$ cat config.mk
export PLATFORM = sky130hd
export DESIGN_NAME = multi_dataflow_engine
export DESIGN_NICKNAME = d
export VERILOG_FILES = /design/src/rtl/multi_dataflow_engine_pkg.sv /design/src/rtl/multi_dataflow_engine_ctrl.sv /design/src/rtl/multi_dataflow_engine.sv
export SDC_FILE = /design/constraint.sdc
export NUM_CORES = 1
export LEC_CHECK = 0
export BUFFER_PORTS_ARGS = -buffer_cell sky130_fd_sc_hd__buf_2
export CAP_MARGIN = 40
export CORE_AREA = 5 5 218 220
export DETAILED_ROUTE_END_ITERATION = 6
export DIE_AREA = 0 0 223 225
export PLACE_DENSITY = 0.5
export SLEW_MARGIN = 15
export SYNTH_ARGS = -nofsm -noshare
export SYNTH_HDL_FRONTEND = slang
export SYNTH_SLANG_ARGS = --single-unit
$ cat constraint.sdc
create_clock -name clk_i -period 2 [get_ports clk_i]
set_input_delay 0.1 -clock clk_i [delete_from_list [all_inputs] [get_ports clk_i]]
set_output_delay 0.1 -clock clk_i [all_outputs]
set_load 0.02 [all_outputs]
$ cat src/rtl/multi_dataflow_engine_pkg.sv
// Shared types for the multi_dataflow engine: control/flag records exchanged with the
// control FSM, plus the engine state encoding and beat-counter width.
package multi_dataflow_engine_pkg;

    localparam int unsigned CNT_LEN = 1024;
    localparam int unsigned CNT_W   = $clog2(CNT_LEN) + 1;

    typedef enum logic [1:0] {IDLE, START, RUN, DONE} engine_state_t;

    typedef struct packed {
        logic             clear;
        logic             enable;
        logic             start;
        logic [CNT_W-1:0] cnt_limit_outStream0;
        logic [31:0]      reg_simple_mul;
        logic [31:0]      reg_shift;
        logic [31:0]      reg_len;
        logic [31:0]      configuration;
    } ctrl_engine_t;

    typedef struct packed {
        logic [CNT_W-1:0] cnt_outStream0;
        logic             done;
        logic             ready;
    } flags_engine_t;

endpackage

$ cat src/rtl/multi_dataflow_engine_ctrl.sv
// Engine sequencer: kernel start handshake, outStream0 beat counter and the kernel
// config latch. Stream gating lives in the top.
module multi_dataflow_engine_ctrl
    import multi_dataflow_engine_pkg::*;
(
    input  logic          clk_i,
    input  logic          rst_i,
    input  ctrl_engine_t  ctrl_i,
    input  logic          beat_i,
    input  logic          k_ready_i,
    output engine_state_t state_o,
    output flags_engine_t flags_o,
    output logic          k_start_o,
    output logic [31:0]   k_reg_simple_mul_o,
    output logic [31:0]   k_reg_shift_o,
    output logic [31:0]   k_reg_len_o,
    output logic [31:0]   k_config_o
);

    engine_state_t    state_d, state_q;
    logic [CNT_W-1:0] cnt_d, cnt_q;
    logic [CNT_W-1:0] limit_d, limit_q;
    logic [31:0]      mul_d, mul_q, shift_d, shift_q, len_d, len_q, cfg_d, cfg_q;

    always_comb begin
        state_d = state_q;
        cnt_d   = cnt_q;
        limit_d = limit_q;
        mul_d   = mul_q;
        shift_d = shift_q;
        len_d   = len_q;
        cfg_d   = cfg_q;
        // clear wins over everything; enable=0 freezes the sequencer
        if (ctrl_i.clear) begin
            state_d = IDLE;
            cnt_d   = '0;
        end else if (ctrl_i.enable) begin
            unique case (state_q)
                IDLE: begin
                    if (ctrl_i.start) begin
                        limit_d = ctrl_i.cnt_limit_outStream0;
                        mul_d   = ctrl_i.reg_simple_mul;
                        shift_d = ctrl_i.reg_shift;
                        len_d   = ctrl_i.reg_len;
                        cfg_d   = ctrl_i.configuration;
                        cnt_d   = '0;
                        state_d = (ctrl_i.cnt_limit_outStream0 == '0) ? DONE : START;
                    end
                end
                START: begin
                    if (k_ready_i) state_d = RUN;
                end
                RUN: begin
                    if (beat_i) begin
                        cnt_d = cnt_q + 1'b1;
                        if (cnt_d == limit_q) state_d = DONE;
                    end
                end
                DONE:    state_d = IDLE;
                default: state_d = IDLE;
            endcase
        end
    end

    always_ff @(posedge clk_i) begin
        if (rst_i) begin
            state_q <= IDLE;
            cnt_q   <= '0;
            limit_q <= '0;
            mul_q   <= '0;
            shift_q <= '0;
            len_q   <= '0;
            cfg_q   <= '0;
        end else begin
            state_q <= state_d;
            cnt_q   <= cnt_d;
            limit_q <= limit_d;
            mul_q   <= mul_d;
            shift_q <= shift_d;
            len_q   <= len_d;
            cfg_q   <= cfg_d;
        end
    end

    assign state_o                = state_q;
    assign k_start_o              = (state_q == START);
    assign flags_o.cnt_outStream0 = cnt_q;
    assign flags_o.done           = (state_q == DONE);
    assign flags_o.ready          = (state_q == IDLE);
    assign k_reg_simple_mul_o     = mul_q;
    assign k_reg_shift_o          = shift_q;
    assign k_reg_len_o            = len_q;
    assign k_config_o             = cfg_q;

endmodule

$ cat src/rtl/multi_dataflow_engine.sv
// Datapath-side engine of the multi_dataflow HWPE: gates the three input streams and the
// kernel output stream while a job is active, and hosts the sequencer.
module multi_dataflow_engine
    import multi_dataflow_engine_pkg::*;
#(
    parameter int unsigned DATA_WIDTH = 32
) (
    input  logic                  clk_i,
    input  logic                  rst_i,
    input  ctrl_engine_t          ctrl_i,
    output flags_engine_t         flags_o,
    input  logic                  inStream0_valid_i,
    input  logic [DATA_WIDTH-1:0] inStream0_data_i,
    output logic                  inStream0_ready_o,
    input  logic                  inStream1_valid_i,
    input  logic [DATA_WIDTH-1:0] inStream1_data_i,
    output logic                  inStream1_ready_o,
    input  logic                  inStream2_valid_i,
    input  logic [DATA_WIDTH-1:0] inStream2_data_i,
    output logic                  inStream2_ready_o,
    output logic                  k_in0_valid_o,
    output logic [DATA_WIDTH-1:0] k_in0_data_o,
    input  logic                  k_in0_ready_i,
    output logic                  k_in1_valid_o,
    output logic [DATA_WIDTH-1:0] k_in1_data_o,
    input  logic                  k_in1_ready_i,
    output logic                  k_in2_valid_o,
    output logic [DATA_WIDTH-1:0] k_in2_data_o,
    input  logic                  k_in2_ready_i,
    input  logic                  k_out_valid_i,
    input  logic [DATA_WIDTH-1:0] k_out_data_i,
    output logic                  k_out_ready_o,
    output logic                  outStream0_valid_o,
    output logic [DATA_WIDTH-1:0] outStream0_data_o,
    input  logic                  outStream0_ready_i,
    output logic                  k_start_o,
    input  logic                  k_done_i,
    input  logic                  k_idle_i,
    input  logic                  k_ready_i,
    output logic [31:0]           k_reg_simple_mul_o,
    output logic [31:0]           k_reg_shift_o,
    output logic [31:0]           k_reg_len_o,
    output logic [31:0]           k_config_o
);

    engine_state_t state;
    logic          gate;
    logic          beat;
    // Kernel done/idle are status only; completion is decided by the beat count.
    logic          unused_status;

    assign unused_status = k_done_i ^ k_idle_i;
    assign gate = ctrl_i.enable & ((state == START) | (state == RUN));

    assign inStream0_ready_o  = k_in0_ready_i & gate;
    assign inStream1_ready_o  = k_in1_ready_i & gate;
    assign inStream2_ready_o  = k_in2_ready_i & gate;
    assign k_in0_valid_o      = inStream0_valid_i & gate;
    assign k_in1_valid_o      = inStream1_valid_i & gate;
    assign k_in2_valid_o      = inStream2_valid_i & gate;
    assign k_in0_data_o       = inStream0_data_i;
    assign k_in1_data_o       = inStream1_data_i;
    assign k_in2_data_o       = inStream2_data_i;
    assign outStream0_valid_o = k_out_valid_i & gate;
    assign k_out_ready_o      = outStream0_ready_i & gate;
    assign outStream0_data_o  = k_out_data_i;
    assign beat               = outStream0_valid_o & outStream0_ready_i;

    multi_dataflow_engine_ctrl u_ctrl (
        .clk_i              (clk_i),
        .rst_i              (rst_i),
        .ctrl_i             (ctrl_i),
        .beat_i             (beat),
        .k_ready_i          (k_ready_i),
        .state_o            (state),
        .flags_o            (flags_o),
        .k_start_o          (k_start_o),
        .k_reg_simple_mul_o (k_reg_simple_mul_o),
        .k_reg_shift_o      (k_reg_shift_o),
        .k_reg_len_o        (k_reg_len_o),
        .k_config_o         (k_config_o)
    );

endmodule

# After elaboration in Yosys (flattened, before gate mapping)
# Index checks and enable logic that the tools add are counted.
# Widths: inputs -> output; s select.
[classes] n_addsub=1 eq_ne=8 n_mux=9 bitwise_logic=12 n_reduce_logical=7
[ops] operator="$mux 11" n=2
[ops] operator="$pmux 11 s2" n=1
[ops] operator="$add 11x1->11 const B" n=1
[ops] operator="$eq 11x11->1" n=1
[ops] operator="$logic_not 11->1" n=1
[ops] operator="$and 1x1->1" n=10
[ops] operator="$mux 2" n=5
[ops] operator="$pmux 2 s4" n=1
[ops] operator="$reduce_and 4->1" n=2
[ops] operator="$reduce_and 5->1" n=1
[ops] operator="$eq 2x2->1 const B" n=2
[ops] operator="$ne 2x1->1 const B" n=2
[ops] operator="$ne 2x2->1 const B" n=2
[ops] operator="$eq 2x1->1 const B" n=1
[ops] operator="$logic_not 2->1" n=1
[ops] operator="$reduce_bool 2->1" n=1
[ops] operator="$reduce_or 2->1" n=1
[ops] operator="$not 1->1" n=1
[ops] operator="$or 1x1->1" n=1
[totals] register_bits=152 inputBits=283 out_inout_bits=278 word_cells=44

# Longest topological paths before layout
# Gate-level depths: netlist of the first run.
[logic_depth] ltp_word=7 ltp_mapped=8 ltp_nobuf=8

# By module
# From an unflattened synthesis of the first run, not the netlist that was laid out.
[unflattened] cells_unflattened=895 area_unflattened_um2=6947.9
[by_module_without_submodules] mod="multi_dataflow_engine_ctrl" n_inst=1 cells_per_inst=757 area_per_inst_um2=5901.9 seq_area_each_um2=3042.9
[by_module_without_submodules] mod="multi_dataflow_engine" n_inst=1 cells_per_inst=138 area_per_inst_um2=1046.0 seq_area_each_um2=0.0

# Least setup slack after synthesis of the first run
# No wires, ideal clock.
[synth_path] path_type="flip-flop to flip-flop" start="reg u_ctrl.cnt_q[0]" end="reg u_ctrl.state_q[1], in the netlist u_ctrl.state_o[1]" arrival_time_ns=1.897 setup_slack_ns=-0.022 stages_incl_launch_ff=8 n_path_buf=0 path_cell_list="dfxtp_1 > ha_1 > nand3_1 > or4_1 > a31oi_1 > a22o_1 > a31oi_1 > mux2i_1"
[synth_via] elab_chain_cells=4
[synth_lines] item="from (decl)" line_no="multi_dataflow_engine_ctrl.sv:21" source="logic [CNT_W-1:0] cnt_d, cnt_q;"
[synth_lines] item="from (signal assigned)" line_no="multi_dataflow_engine_ctrl.sv:76" source="cnt_q <= cnt_d;"
[synth_lines] item="$add 11x1->11" line_no="multi_dataflow_engine_ctrl.sv:55" source="cnt_d = cnt_q + 1'b1;"
[synth_lines] item="$eq 11x11->1" line_no="multi_dataflow_engine_ctrl.sv:56" source="if (cnt_d == limit_q) state_d = DONE;"
[synth_lines] item="$ne 2x1->1 (no line)"
[synth_lines] item="$reduce_and 5->1 (no line)"
[synth_lines] item="to (signal assigned)" line_no="multi_dataflow_engine_ctrl.sv:75" source="state_q <= state_d;"
[synth_lines] item="to (decl)" line_no="multi_dataflow_engine_ctrl.sv:20" source="engine_state_t state_d, state_q;"
# No other way between the ends.
# A chain may end at the register's enable or synchronous reset.

# Worst setup path in the final report of the first run
[layout_path] start="reg u_ctrl.cnt_q[1]" end="reg u_ctrl.state_q[1], in the netlist u_ctrl.state_o[1]"
# The elaborated chain is that of the path after synthesis.

==> qor.yml, run 1 <==
hold_viol: 0
post_cts_buffers: 0
crit_fanout: 5
skew_ns: 0.0255
p_comb_frac: 0.122
whs_endpoint: "u_ctrl.limit_q[10]"
dr.pass1.iters: 4
crit_path_start_kind: "flip-flop"
slew-limit-headroom: 0.696
io_pins: 561
clkSinkCount: 152
avgSynthCellArea_sq_um: 7.67
synth_ff_type: "dfxtp_1"
tritoncts: "built"
power.switching_mw: 1.90
p_int_mw: 5.62
switching_share: 0.253
finalCriticalPeriod_ns: 1.87
async_flop_share: 0
worst_path_max_delay_cell: "or4_1"
end_kind: "flip-flop"
worstReg2RegStart: "u_ctrl.cnt_q[1]"
cp_num_cells: 7
initialDrtViolationCount: 285
arrival_ns: 2.21
cpPeakStageDelay_ns: 0.45
clk_latency_ns: 0.48
clkTransAtPathRegs_ns: 0.06
portBuffers: 302
dieArea_sq_mm: 0.0502
fin_setup_tns_ns: 0
wl_per_cell_um: 13.2
antenna_found_initial: 1
fp.dieH_um: 225
clkPwrFrac: 0.456
synthDistinctLibCells: 40
final_nets: 1487
design_area_sq_mm: 0.0103
syn2layout_area_growth_pct: 50.7
cts_made_buffers: 17
yosysSeqAreaShare: 0.446
vias: 6908
drive_gt1_frac: 0.312
p_leak_nw: 4.41
core-area_sq_mm: 0.0451
holdPathStages: 2
critPathRequiredTime_ns: 2.34
cts_htree_levels: 4
yosysWarnings: 0
viasPerCell: 3.81
start_util: 0.151
drc: 0
synth_nets: 1177
drtAntennaViolNets: 0
drv_slew: 0
cts_max_path_buffers: 2
grt_setup_unrepaired: "false"
grt_pass1_wl_um: 36200
synth_cells: 889
synth-edff-count: 0
crit_chain: "ha_1 -> nand3_2 -> or4_1 -> a31oi_1 -> a22o_1 -> a31oi_2 -> mux2i_1"
root_buffer: "clkbuf_16"
min_from: "rst_i"
max_freq_mhz: 534
cp.buffers_inverters: 0
ir_worst_vdd_v: 0.000580
rows: 78
totalWireLength_um: 24000
synth_seq_cells: 152
worst_pin_slew_ns: 0.455
status: "completed"
r2r_slack_ns: 0.13
gr-total-overflow: 0
place_area_sq_mm: 0.00822
nFillCells: 4950
grt_pass1_vias: 6845
finalSetupViolations: 0
finalCritPeriodShare: 0.936
grtUsageTotal: 0.0919
hold_class: "input pin to flip-flop"
cap_violations: 0
grt_max_degree: 85
cp_top_family: "simple AND/OR/NAND/NOR gates"
dp.final_hpwl_um: 16900
cellPowerDensity_mw_per_mm2: 732
fp.dieW_um: 223
r2r_cells: 7
finalWeightedCongestion: 0.844
r2r-end: "u_ctrl.state_o[1]"
synthesis.area_sq_mm: 0.00682
crit_type: "flip-flop to flip-flop"
p_seq_frac: 0.421
-- worst max path at each step --
stage	endpoint	slack, ns	start
after floorplan	u_ctrl.state_o[1]	0.03	u_ctrl.cnt_q[1]
after global placement	u_ctrl.cnt_q[10]	0.1	u_ctrl.state_o[0]
after detailed placement	u_ctrl.cnt_q[10]	0.08	u_ctrl.state_o[0]
after CTS	inStream1_ready_o	0.04	u_ctrl.state_o[0]
after global routing	u_ctrl.state_o[1]	0.03	u_ctrl.state_o[0]
final	u_ctrl.state_o[1]	0.13	u_ctrl.cnt_q[1]
-- per-stage QoR --
stage / hold WS, ns / power, mW / instances / setup WS [ns] / utilization
3_5_place_dp: 0.200 / 3.94 / 1640 / 0.0804 / 0.182
2_1_floorplan: 0.236 / 3.95 / 889 / 0.0260 / -
6_report: 0.0772 / 7.52 / 1813 / 0.127 / 0.228
4_1_cts: 0.0193 / 7.70 / 1812 / 0.0359 / 0.227
5_1_grt: 0.0687 / 7.88 / 1813 / 0.0298 / 0.228
3_3_place_gp: 0.200 / 3.93 / 1640 / 0.0983 / 0.182
-- what timing repair did --
action                                 CTS  global route
endpoints found under the hold margin  141             0
hold buffers                           140             0
setup endpoints to repair                0            10
resized for setup                        0             5
-- synthesized netlist by cell type, types with 5 or more instances --
cell type	count	area, sq um
a31oi_1	5	31.3
and3_1	13	81.3
buf_4	129	968
nor2_1	16	60.1
dfxtp_1	152	3040
o21ai_0	11	55.1
nand3_1	11	55.1
a21oi_1	150	751
inv_1	6	22.5
clkbuf_1	50	188
xnor2_1	8	70.1
nand2_1	284	1070
ha_1	5	62.6
-- cell families (layout without fill, tap and decap cells) --
group / after synthesis / after routing / share of synthesized area
AND/OR/NAND/NOR: 354 / 354 / 0.217
buffers and inverters: 189 / 512 / 0.176
adder cells (fa/ha/maj): 5 / 5 / 0.00917
flip-flops: 152 / 152 / 0.446
other: 0 / 1 / 0
XOR/XNOR: 11 / 11 / 0.0141
AO/OA/AOI/OAI: 175 / 175 / 0.133
multiplexers: 3 / 3 / 0.00477
-- metal layers --
metal	part of all wire	GRT usage	up-vias
met3	0.11	0.0525	68
met1	0.39	0.0962	3122
met4	0.047	0.0575	0
li1	-	-	3377
met2	0.44	0.143	341
met5	0	0.00380	-
-- cell usage in the layout, fill, tap and decap left out, types with 3 or more instances in the layout --
| master | instances |
|---|---|
| buf_2 | 301 |
| nand2_1 | 284 |
| dfxtp_1 | 151 |
| a21oi_1 | 150 |
| dlygate4sd3_1 | 140 |
| buf_4 | 28 |
| clkbuf_16 | 17 |
| nor2_1 | 16 |
| and3_1 | 12 |
| o21ai_0 | 11 |
| nand3_1 | 8 |
| xnor2_1 | 8 |
| inv_1 | 6 |
| buf_12 | 5 |
| nand3_2 | 4 |
| a31oi_1 | 4 |
| or3_1 | 4 |
| ha_1 | 4 |
| nand4b_1 | 3 |
| nand4_1 | 3 |
| nor2b_1 | 3 |
| xor2_1 | 3 |
| a211o_1 | 3 |
| bufinv_16 | 3 |
| clkinv_4 | 3 |
-- layout make-up --
class / instances / area [sq um] / share of cell area
multi-input cells: 548 / 2620 / 0.255
diodes: 1 / 2.50 / 0.000243
repair buffers: 474 / 3220 / 0.313
flip-flops and latches: 152 / 3040 / 0.296
well taps: 600 / 751 / 0.0730
clock inverters: 12 / 165 / 0.0161
clock buffers: 20 / 457 / 0.0444
inverters: 6 / 22.5 / 0.00219
-- power by group through the flow --
stage	logic, mW	clock network, mW	registers [mW]
floorplan	0.616	0	3.34
global placement	0.698	0	3.23
detailed placement	0.702	0	3.23
CTS	0.916	3.61	3.17
global route	1.00	3.70	3.18
finish	0.919	3.43	3.17
-- state kept, by name, summed over array words and instances (netlist names) --
register                   count
u_ctrl.limit_q                11
u_ctrl.k_reg_len_o            32
u_ctrl.k_reg_shift_o          32
u_ctrl.state_o                 2
u_ctrl.k_config_o             32
u_ctrl.cnt_q                  11
u_ctrl.k_reg_simple_mul_o     32
No activity file was read; power rests on OpenSTA's default activity.
==> inputs of run 2 (changes only) <==
--- a/config.mk
+++ b/config.mk
@@ -11,6 +11,7 @@
 export DETAILED_ROUTE_END_ITERATION = 6
 export DIE_AREA = 0 0 223 225
 export PLACE_DENSITY = 0.5
+export RECOVER_POWER = 100
 export SLEW_MARGIN = 15
 export SYNTH_ARGS = -nofsm -noshare
 export SYNTH_HDL_FRONTEND = slang
==> run 2 against run 1 <==
Flip-flop and latch count is the same; sequential power is essentially flat; wire length is essentially flat; utilization shrank 0.46 points; first-iteration DRC count shrank 1.1%; worst setup slack lost 0.0015 ns; clock power is essentially flat; critical path depth is the same; maximum frequency is essentially flat.
==> qor.yml, run 2 (synthesis results as in run 1) <==
nFillCells: 5059
place_area_sq_mm: 0.00822
viasPerCell: 3.81
skew_ns: 0.0263
r2r_cells: 7
fin_setup_tns_ns: 0
finalWeightedCongestion: 0.844
clk_latency_ns: 0.48
core-area_sq_mm: 0.0451
setup.worst_path.start: "u_ctrl.cnt_q[1]"
drv_slew: 0
tritoncts: "built"
design_area_sq_mm: 0.0101
start_util: 0.151
cts_max_path_buffers: 2
cts_htree_levels: 4
r2r-end: "u_ctrl.state_o[1]"
grt_pass1_wl_um: 36200
io_pins: 561
hold_viol: 0
drtAntennaViolNets: 0
clkSinkCount: 152
rows: 78
grtUsageTotal: 0.0919
initialDrtViolationCount: 282
antenna_found_initial: 1
drc: 0
slew-limit-headroom: 0.688
dr.pass1.iters: 4
dieArea_sq_mm: 0.0502
layout_common_cells: "nand2_1, buf_2, dfxtp_1, a21oi_1, clkbuf_1"
grt_setup_unrepaired: "false"
wl_per_cell_um: 13.2
gr-total-overflow: 0
max_freq_mhz: 533
crit_type: "flip-flop to flip-flop"
hold_class: "input pin to flip-flop"
drive_gt1_frac: 0.189
vias: 6914
setup.worst_path.end: "u_ctrl.state_o[1]"
fp.dieW_um: 223
clkTransAtPathRegs_ns: 0.06
cts_made_buffers: 17
root_buffer: "clkbuf_16"
dp.final_hpwl_um: 16900
cap_violations: 0
totalWireLength_um: 24000
finalSetupViolations: 0
crit_path_start_kind: "flip-flop"
crit_fanout: 5
finalCriticalPeriod_ns: 1.87
end_kind: "flip-flop"
worst_pin_slew_ns: 0.468
p_leak_nw: 3.77
finalCritPeriodShare: 0.937
worstReg2RegStart: "u_ctrl.cnt_q[1]"
fp.dieH_um: 225
portBuffers: 302
cellPowerDensity_mw_per_mm2: 744
worst_hold_slack_ns: 0.0759
ir_worst_vdd_v: 0.000573
holdPathStages: 2
grt_max_degree: 85
post_cts_buffers: 0
r2r_slack_ns: 0.13
final_nets: 1487
grt_pass1_vias: 6845
status: "completed"
total_power_mw: 7.49
syn2layout_area_growth_pct: 47.6
critPathRequiredTime_ns: 2.34
final_common_cell: "nand2_1"
final_core_util: 0.223
arrival_ns: 2.22
run 2: per-stage QoR:
stage | setup slack (ns) | cells
after floorplan | 0.0260 | 889
after global placement | 0.0983 | 1640
after detailed placement | 0.0804 | 1640
after CTS | 0.0359 | 1812
after global routing | 0.0205 | 1813
final | 0.126 | 1813
run 2: how the worst min path moves through the flow:
stage	from	end	slack [ns]
CTS	rst_i	u_ctrl.limit_q[8]	0.02
floorplan	ctrl_i[128]	u_ctrl.limit_q[0]	0.24
global route	rst_i	u_ctrl.k_reg_simple_mul_o[31]	0.07
finish	rst_i	u_ctrl.limit_q[10]	0.08
detailed placement	inStream0_data_i[17]	k_in0_data_o[17]	0.20
global placement	inStream0_data_i[17]	k_in0_data_o[17]	0.20
run 2: layer usage:
metal  vias to the layer above  global-route usage  part of all wire
met4                         0              0.0575             0.049
met2                       340               0.143              0.44
met3                        70              0.0525              0.11
met5                         -             0.00380                 0
li1                       3379                   -                 -
met1                      3125              0.0962              0.40
run 2: layout make-up:
class	instances	area [sq um]	share of cell area
Sequential cell	152	3040	0.302
Timing Repair Buffer	474	3010	0.299
Multi-Input combinational cell	548	2620	0.260
Tap cell	600	751	0.0746
Clock buffer	20	457	0.0454
Clock inverter	12	165	0.0164
Inverter	6	22.5	0.00224
Antenna cell	1	2.50	0.000249
run 2: what timing repair did:
| item | CTS | global route |
|---|---|---|
| setup endpoints to repair | 0 | 10 |
| endpoints found under the hold margin | 141 | 0 |
| hold buffers | 140 | 0 |
| gates resized for setup | 0 | 5 |
run 2: critical path, stage by stage (launching register included):
cell and delay (ns):
dfxtp_1 0.33, ha_1 0.25, nand3_2 0.14, or4_1 0.45, a31oi_1 0.18, a22o_1 0.17
a31oi_2 0.11, mux2i_1 0.14
run 2: power by group:
part / total [mW] / switching [mW] / internal, mW / leakage (nW)
sequential: 3.17 / 0.0501 / 3.12 / 1.23
combinational: 0.892 / 0.467 / 0.425 / 2.23
clock: 3.43 / 1.39 / 2.04 / 0.299
